[src/rtl/pipe_pkg.sv]
// Shared pipeline-boundary constants: bundle widths for each stage latch and
// the layout of the EX/MEM/WB control subfields inside a control bundle.
package pipe_pkg;

    localparam int IFID_CTRL_W  = 1;
    localparam int IFID_DATA_W  = 64;
    localparam int IDEX_CTRL_W  = 9;
    localparam int IDEX_DATA_W  = 111;
    localparam int EXMEM_CTRL_W = 5;
    localparam int EXMEM_DATA_W = 102;
    localparam int MEMWB_CTRL_W = 2;
    localparam int MEMWB_DATA_W = 69;

    // Control bundle layout, WB bits lowest so narrower stages keep a prefix.
    localparam int CTRL_WB_LSB  = 0;
    localparam int CTRL_WB_W    = 2;
    localparam int CTRL_MEM_LSB = 2;
    localparam int CTRL_MEM_W   = 3;
    localparam int CTRL_EX_LSB  = 5;
    localparam int CTRL_EX_W    = 4;

    typedef enum logic [1:0] {
        SRC_HOLD = 2'd0,
        SRC_SKID = 2'd1,
        SRC_IN   = 2'd2
    } main_src_e;

endpackage

[src/rtl/stage_slot.sv]
// One {valid, ctrl, data} storage slot. Kill beats load beats drop; drop
// empties the slot and zeroes control while leaving the data bits untouched.
module stage_slot #(
    parameter int CTRL_W     = 9,
    parameter int DATA_W     = 111,
    parameter bit CLEAR_DATA = 1'b0
) (
    input  logic              clk,
    input  logic              rst,
    input  logic              kill,
    input  logic              load,
    input  logic              drop,
    input  logic [CTRL_W-1:0] ld_ctrl,
    input  logic [DATA_W-1:0] ld_data,
    output logic              valid,
    output logic [CTRL_W-1:0] ctrl,
    output logic [DATA_W-1:0] data
);

    logic              valid_r;
    logic [CTRL_W-1:0] ctrl_r;
    logic [DATA_W-1:0] data_r;

    // Slot storage with async reset to an empty, zeroed entry.
    always_ff @(posedge clk or negedge rst) begin
        if (!rst) begin
            valid_r <= 1'b0;
            ctrl_r  <= '0;
            data_r  <= '0;
        end else if (kill) begin
            valid_r <= 1'b0;
            ctrl_r  <= '0;
            if (CLEAR_DATA) begin
                data_r <= '0;
            end
        end else if (load) begin
            valid_r <= 1'b1;
            ctrl_r  <= ld_ctrl;
            data_r  <= ld_data;
        end else if (drop) begin
            valid_r <= 1'b0;
            ctrl_r  <= '0;
        end
    end

    assign valid = valid_r;
    assign ctrl  = ctrl_r;
    assign data  = data_r;

endmodule

[src/rtl/pipe_stage_reg.sv]
// Generic registered pipeline boundary with valid/ready handshake, 1-entry
// skid buffer, synchronous flush and a saturating stall-cycle counter.
module pipe_stage_reg
    import pipe_pkg::*;
#(
    parameter int CTRL_W     = IDEX_CTRL_W,
    parameter int DATA_W     = IDEX_DATA_W,
    parameter bit CLEAR_DATA = 1'b0,
    parameter int CNT_W      = 16
) (
    input  logic              clk,
    input  logic              rst,
    input  logic              flush,
    input  logic              in_valid,
    output logic              in_ready,
    input  logic [CTRL_W-1:0] in_ctrl,
    input  logic [DATA_W-1:0] in_data,
    output logic              out_valid,
    input  logic              out_ready,
    output logic [CTRL_W-1:0] out_ctrl,
    output logic [DATA_W-1:0] out_data,
    output logic [CNT_W-1:0]  stall_cnt,
    input  logic              cnt_clr
);

    localparam logic [CNT_W-1:0] CNT_MAX = {CNT_W{1'b1}};

    logic              main_valid_s, skid_valid_s;
    logic [CTRL_W-1:0] main_ctrl_s, skid_ctrl_s, main_ld_ctrl_s;
    logic [DATA_W-1:0] main_data_s, skid_data_s, main_ld_data_s;
    logic              in_ready_s, acc_s, drn_s;
    logic              main_drop_s, skid_load_s, skid_drop_s;
    main_src_e         main_src_s;
    logic [CNT_W-1:0]  stall_cnt_r;

    // in_ready comes straight off the skid valid flop, so out_ready never reaches it.
    assign in_ready_s = ~skid_valid_s;
    assign acc_s      = in_valid & in_ready_s;
    assign drn_s      = main_valid_s & out_ready;

    // Decide what each slot does this cycle; flush is applied inside the slots.
    always_comb begin
        main_src_s  = SRC_HOLD;
        main_drop_s = 1'b0;
        skid_load_s = 1'b0;
        skid_drop_s = 1'b0;
        if (skid_valid_s) begin
            if (out_ready) begin
                main_src_s  = SRC_SKID;
                skid_drop_s = 1'b1;
            end else begin
                main_src_s  = SRC_HOLD;
            end
        end else if (acc_s) begin
            if (!main_valid_s || out_ready) begin
                main_src_s  = SRC_IN;
            end else begin
                skid_load_s = 1'b1;
            end
        end else if (drn_s) begin
            main_drop_s = 1'b1;
        end else begin
            main_src_s  = SRC_HOLD;
        end
    end

    // Main slot load source: the skid entry when refilling, otherwise upstream.
    always_comb begin
        main_ld_ctrl_s = in_ctrl;
        main_ld_data_s = in_data;
        case (main_src_s)
            SRC_SKID: begin
                main_ld_ctrl_s = skid_ctrl_s;
                main_ld_data_s = skid_data_s;
            end
            default: begin
                main_ld_ctrl_s = in_ctrl;
                main_ld_data_s = in_data;
            end
        endcase
    end

    stage_slot #(
        .CTRL_W     (CTRL_W),
        .DATA_W     (DATA_W),
        .CLEAR_DATA (CLEAR_DATA)
    ) u_main (
        .clk     (clk),
        .rst     (rst),
        .kill    (flush),
        .load    (main_src_s != SRC_HOLD),
        .drop    (main_drop_s),
        .ld_ctrl (main_ld_ctrl_s),
        .ld_data (main_ld_data_s),
        .valid   (main_valid_s),
        .ctrl    (main_ctrl_s),
        .data    (main_data_s)
    );

    stage_slot #(
        .CTRL_W     (CTRL_W),
        .DATA_W     (DATA_W),
        .CLEAR_DATA (CLEAR_DATA)
    ) u_skid (
        .clk     (clk),
        .rst     (rst),
        .kill    (flush),
        .load    (skid_load_s),
        .drop    (skid_drop_s),
        .ld_ctrl (in_ctrl),
        .ld_data (in_data),
        .valid   (skid_valid_s),
        .ctrl    (skid_ctrl_s),
        .data    (skid_data_s)
    );

    // Stall counter: clear wins, otherwise saturating increment on a blocked output.
    always_ff @(posedge clk or negedge rst) begin
        if (!rst) begin
            stall_cnt_r <= '0;
        end else if (cnt_clr) begin
            stall_cnt_r <= '0;
        end else if (main_valid_s && !out_ready && (stall_cnt_r != CNT_MAX)) begin
            stall_cnt_r <= stall_cnt_r + {{(CNT_W-1){1'b0}}, 1'b1};
        end
    end

    assign in_ready  = in_ready_s;
    assign out_valid = main_valid_s;
    assign out_ctrl  = main_ctrl_s;
    assign out_data  = main_data_s;
    assign stall_cnt = stall_cnt_r;

endmodule

[config.mk]
export PLATFORM = sky130hd
export DESIGN_NAME = pipe_stage_reg
export DESIGN_NICKNAME = d
export VERILOG_FILES = /design/src/rtl/pipe_pkg.sv /design/src/rtl/stage_slot.sv /design/src/rtl/pipe_stage_reg.sv
export SDC_FILE = /design/constraint.sdc
export NUM_CORES = 1
export LEC_CHECK = 0
export CAP_MARGIN = 20
export CORE_MARGIN = 2
export CORE_UTILIZATION = 54
export DETAILED_ROUTE_END_ITERATION = 8
export GPL_ROUTABILITY_DRIVEN = 0
export PLACE_DENSITY = 0.86
export SLEW_MARGIN = 20
export SYNTH_ARGS = -nofsm -noshare
export SYNTH_HDL_FRONTEND = slang
export SYNTH_SLANG_ARGS = --single-unit
export TNS_END_PERCENT = 30
[constraint.sdc]
create_clock -name clk -period 4.1 [get_ports clk]
set_input_delay 0.82 -clock clk [delete_from_list [all_inputs] [get_ports clk]]
set_output_delay 0.82 -clock clk [all_outputs]
set_load 0.1 [all_outputs]
==> qor.yml, run 1 <==
critical_path:
  crit_arrival_ns: 2.22
  endpoint_kind: "primary output"
  startpoint_type: "register"
  criticalPathCategory: "register to primary output"
  cp_slowest_cell: "clkdlybuf4s50_1"
  path_cells: "inv_1, clkdlybuf4s50_1"
  required_ns: 3.28
  critical_path_buf_inv_count: 2
  crit_family: "buffers and inverters"
  worstPathMaxFanout: 8
  crit_path_max_incr_delay_ns: 1.16
power:
  power.leakage_uw: 0.00607
  clock_power_share: 0.277
  finalPower_uw: 8410
  pwr-share-comb: 0.327
  netSwitchingFraction: 0.383
  max-vdd-ir-drop_v: 0.000442
  p_seq_frac: 0.396
  switching_power_uw: 3220
  intPower_uw: 5190
  cellPowerDensity_mw_per_mm2: 575
synthesis:
  synth.distinct_cells: 44
  yosysSeqAreaShare: 0.591
  synth_top_family_by_area: "multiplexers"
  yosys-mux-area-fraction: 0.226
  ys_ff_latch: 258
  synth.avg_cell_area_um2: 12.3
  yosysWarnings: 0
  synthCells: 886
  synth-xor-area-share: 0.000802
  syn_nets: 1013
  synth_area_mm2: 0.0109
  synth-adder-area-share: 0.00115
  synthSimpleGateAreaFrac: 0.0692
  synth_compound_area_frac: 0.0822
global_routing:
  antenna_found_initial: 0
  grt_start_max_net_pins: 127
  gr-total-overflow: 0
  grt_pass1_vias: 8014
  grt_pass1_wl_um: 42200
  grt_usage: 0.241
clock_network:
  cts_max_level: 1
  cts.sinks: 258
  root_buffer: "clkbuf_16"
  cts_resized: 0
  holdBufCountCts: 0
  cts_tree: "built"
  cts_setup_buffers: 0
  clk_pin_slew_ns: 0.06
  cts_buffers: 27
  cts_buffer_depth: 3
  worstSkewPairLatency_ns: 0.52
final_layout:
  diodes: 0
  seqCellArea_mm2: 0.00646
  nets: 1263
  final_cell_mix: "262 x clkdlybuf4s50_1, 258 x dfrtp_1, 126 x nand2_1"
  final_common_cell: "clkdlybuf4s50_1"
  final_cell_area_mm2: 0.0146
  areaGrowthSynthToFinish_pct: 34.0
  multiInputGateArea_mm2: 0.00415
  fillers: 1393
  drive_above_1_share: 0.0876
timing:
  slew_headroom: 0.296
  period_share: 0.742
  setup_viol: 0
  final.setup.tns_ns: 0
  min_period_ns: 3.04
  timing.final.hold_violations: 0
  grt_setup_unrepaired: "no"
  worst_pin_slew_ns: 1.05
  timing.fmax_ghz: 0.329
  finClkSkew_ns: 0.0142
  drv_slew: 0
floorplanning:
  dieHeight_um: 146
  die_width_um: 146
  core_mm2: 0.0200
  dieArea_mm2: 0.0214
  core.rowCount: 52
  num_io_pins: 264
  floorplan.initialDensity: 0.545
routing:
  drt_pass1_iterations: 5
  drt-initial-drc-count: 294
  final_antenna_net_count: 0
  drcViolationCount: 0
  num_vias: 7819
  wl_per_cell_um: 18.3
  routed_wl_um: 26000
  avgViaCountPerCell: 5.49
min_path:
  holdCritPathClass: "input pin to asynchronous set/reset pin"
status:
  status: "finished clean"
placement:
  numPortBuffers: 263
  hpwl_um: 17100
  place_area_mm2: 0.0138
run:
  max_cap_violations: 0
## power by group through the flow
stage               clock (µW)  sequential, µW  combinational (µW)
floorplan                    0            4800                 506
global placement             0            3330                2710
detailed placement           0            3360                2760
CTS                       2380            3330                2770
global route              2490            3390                2860
finish                    2330            3330                2750
## synthesized netlist by cell type, drive strengths merged
cell / number / area, µm²
dfrtp: 258 / 6460
nand2: 126 / 473
o21ai: 126 / 631
mux2i: 122 / 1220
mux2: 111 / 1250
buf: 42 / 249
a21oi: 14 / 88.8
clkbuf: 14 / 56.3
or3: 10 / 63.8
a22o: 9 / 78.8
nand3: 6 / 30.0
o31ai: 6 / 45.0
inv: 5 / 18.8
nand4: 5 / 37.5
nor2: 5 / 18.8
or4: 4 / 30.0
nor3: 3 / 20.0
and2: 2 / 12.5
and3: 2 / 12.5
nand2b: 2 / 12.5
nor4: 2 / 12.5
o41ai: 2 / 25.0
a31o: 1 / 8.76
a31oi: 1 / 6.26
and2b: 1 / 7.51
and4: 1 / 8.76
ha: 1 / 12.5
o211ai: 1 / 7.51
o21bai: 1 / 7.51
or2: 1 / 6.26
or4b: 1 / 10.0
xor2: 1 / 8.76
## cell families (layout without fill, tap and decap cells)
kind of cell / Yosys count / count (layout)
XOR/XNOR: 1 / 1
flip-flops: 258 / 258
AND/OR/NAND/NOR: 171 / 171
multiplexers: 233 / 233
adder cells (fa/ha/maj): 1 / 1
buffers and inverters: 61 / 328
AO/OA/AOI/OAI: 161 / 161
## metrics by stage
stage	hold WS [ns]	std cells	utilization	worst slack, ns
detailed placement	0.470	1377	0.688	1.19
global placement	0.461	1377	0.688	1.23
global route	0.375	1423	0.730	0.982
finish	0.303	1423	0.730	1.06
CTS	0.371	1423	0.730	1.04
floorplan	0.458	886	-	1.72
## per-layer routing
layer,routed length (µm),vias to the layer above,share of wire,GRT usage
met4,601,0,0.023,0.0626
met2,12700,242,0.49,0.405
met3,1870,43,0.072,0.0572
met1,10900,3897,0.42,0.318
met5,0,-,0,0
li1,-,3637,-,-
## cell type report
cell class / count / area share
Sequential cell: 258 / 0.441
Multi-Input combinational cell: 567 / 0.284
Timing Repair Buffer: 277 / 0.192
Clock buffer: 44 / 0.0574
Tap cell: 270 / 0.0231
Inverter: 5 / 0.00128
Clock inverter: 2 / 0.000940
## state kept, by name, indices dropped and copies added (netlist names)
name / cells
u_main.valid: 1
stall_cnt: 16
u_main.ctrl: 9
u_skid.ctrl: 9
u_skid.data: 111
u_main.data: 111
u_skid.valid: 1
## path summary, 6_finish.rpt
path,startpoint,endpoint,slack [ns],cells past startpoint
hold reg to reg,u_main.data[98],u_main.data[98],0.47,2
setup / recovery,u_skid.valid,in_ready,1.06,2
max in group asynchronous,rst,u_main.data[99],2.79,2
min in group clk,u_main.data[98],u_main.data[98],0.47,2
setup reg to reg,stall_cnt[4],stall_cnt[7],1.99,5
hold / removal,rst,u_skid.data[30],0.30,1
No activity file was read; power rests on OpenSTA's default activity.
==> run 2: changes to the inputs <==
CORE_UTILIZATION = 45   (was 54)
PLACE_DENSITY = 0.77   (was 0.86)
clock period = 2.5 ns   (was 4.1 ns; I/O delays follow)
==> run 2 against run 1 <==
  * Combinational power grew 60%
  * Sequential share of layout area shrank 0.57 points
  * Register-to-register slack lost 1.6 ns
  * Utilization shrank 12 points
  * Clock power grew 73%
  * Final cell count grew 6.5%
  * Sequential power grew 64%
  * First-iteration DRC count grew 62%
  * Global-route usage shrank 4.2 points
  * Count of clock-buffer cells in the layout is the same
  * Design area grew 1.3%
  * Critical path type is now register to register
==> qor.yml, run 2 (synthesis gave the netlist of run 1 again) <==
status:
  status: "finished clean"
global_routing:
  grt_usage: 0.199
  grt_start_max_net_pins: 87
  antenna_found_initial: 3
  gr-total-overflow: 0
  grt_pass1_vias: 7818
  grt_pass1_wl_um: 41600
timing:
  finClkSkew_ns: 0.00779
  final.setup.tns_ns: 0
  grt_setup_unrepaired: "no"
  slew_headroom: 0.511
  timing.final.hold_violations: 0
  drv_slew: 0
  timing.fmax_ghz: 0.481
  worst_pin_slew_ns: 0.730
  setup_viol: 0
  period_share: 0.832
  min_period_ns: 2.08
  timing.hold.ws_ns: 0.480
floorplanning:
  floorplan.initialDensity: 0.453
  die_width_um: 160
  num_io_pins: 264
  core_mm2: 0.0241
  core.rowCount: 57
  dieArea_mm2: 0.0255
  dieHeight_um: 160
routing:
  drt_pass1_iterations: 4
  num_vias: 7749
  routed_wl_um: 25400
  top_layer: "met5"
  drt-initial-drc-count: 476
  dr_wl_met3_um: 1760
  avgViaCountPerCell: 5.11
  final_antenna_net_count: 0
  wl_per_cell_um: 16.7
  wl_met1_um: 11400
  drcViolationCount: 0
  dr_wl_met2_um: 11500
critical_path:
  crit_path_max_incr_delay_ns: 0.76
  startpoint_type: "register"
  endpoint_kind: "register"
  worstPathMaxFanout: 15
  path_cells: "nand4_1, o41ai_4, buf_4, mux2i_1, nor2_1"
  crit_arrival_ns: 2.46
  criticalPathCategory: "register to register"
  required_ns: 2.88
  cp_slowest_cell: "o41ai_4"
power:
  cellPowerDensity_mw_per_mm2: 937
  power.leakage_uw: 0.00649
  max-vdd-ir-drop_v: 0.000715
clock_network:
  clk_pin_slew_ns: 0.06
  cts_tree: "built"
  worstSkewPairLatency_ns: 0.53
  cts_buffers: 28
  cts_max_level: 1
  root_buffer: "clkbuf_16"
  cts_buffer_depth: 3
  cts_resized: 0
  cts.sinks: 258
final_layout:
  nets: 1295
  final_common_cell: "dfrtp_1"
  stdcell_count: 1515
  areaGrowthSynthToFinish_pct: 35.7
  drive_above_1_share: 0.227
  final_cell_area_mm2: 0.0148
  final_cell_mix: "258 x dfrtp_1, 163 x buf_4, 126 x nand2_1"
  finalCoreUtilization: 0.615
placement:
  numPortBuffers: 263
  place_area_mm2: 0.0139
  hpwl_um: 17500
  dp_cells: 1461
min_path:
  holdCritPathClass: "register to register"
run:
  max_cap_violations: 0
[run 2: cell count changes in the layout (fill, tap and decap cells not counted), sizes merged]
cell	previous run	this run
clkdlybuf4s50	262	124
inv	6	5
diode	0	2
bufinv	0	2
clkinv	1	5
buf	15	183
dlygate4sd3	0	1
[run 2: layer usage]
metal / vias up / track usage
li1: 3695 / -
met1: 3781 / 0.276
met2: 223 / 0.315
met3: 48 / 0.0475
met4: 2 / 0.0590
met5: - / 0
[run 2: path summary, 6_finish.rpt]
path | end | slack (ns) | depth (start not counted) | startpoint
max | stall_cnt[1] | 0.42 | 5 | stall_cnt[13]
min | u_main.data[37] | 0.48 | 2 | u_main.data[37]
max reg2reg | stall_cnt[1] | 0.42 | 5 | stall_cnt[13]
min reg2reg | u_main.data[37] | 0.48 | 2 | u_main.data[37]
max in group asynchronous | u_main.data[23] | 1.11 | 3 | rst
min in group asynchronous | u_main.data[43] | 0.52 | 2 | rst
[run 2: cell type report]
| type | instances | area [µm²] |
|---|---|---|
| fillers | 1954 | 9280 |
| flip-flops and latches | 258 | 6460 |
| multi-input cells | 567 | 4170 |
| repair buffers | 308 | 2870 |
| clock buffers | 44 | 822 |
| well taps | 324 | 405 |
| clock inverters | 7 | 85.1 |
| inverters | 5 | 18.8 |
| diodes | 2 | 5.00 |
[run 2: what timing repair did]
item	in CTS	in global routing
hold buffers	1	0
setup buffers	0	0
hold endpoints to repair	63	0
[run 2: power breakdown]
part / total, µW / internal, µW / switching [µW]
combinational: 4410 / 1150 / 3250
sequential: 5450 / 5010 / 441
clock: 4040 / 2450 / 1590
[run 2: through the flow]
step	worst slack, ns	power (µW)
6_report	0.421	13900
5_1_grt	0.299	14500
4_1_cts	0.111	14100
3_5_place_dp	0.173	9950
3_3_place_gp	0.209	9840
2_1_floorplan	0.121	8710
[run 2: critical path, delay by kind of cell, from the launching register on]
kind                   cells  cell delay, ns
multiplexers               1            0.21
buffers and inverters      1            0.28
flip-flops                 1            0.43
AO/OA/AOI/OAI              1            0.76
AND/OR/NAND/NOR            2            0.26
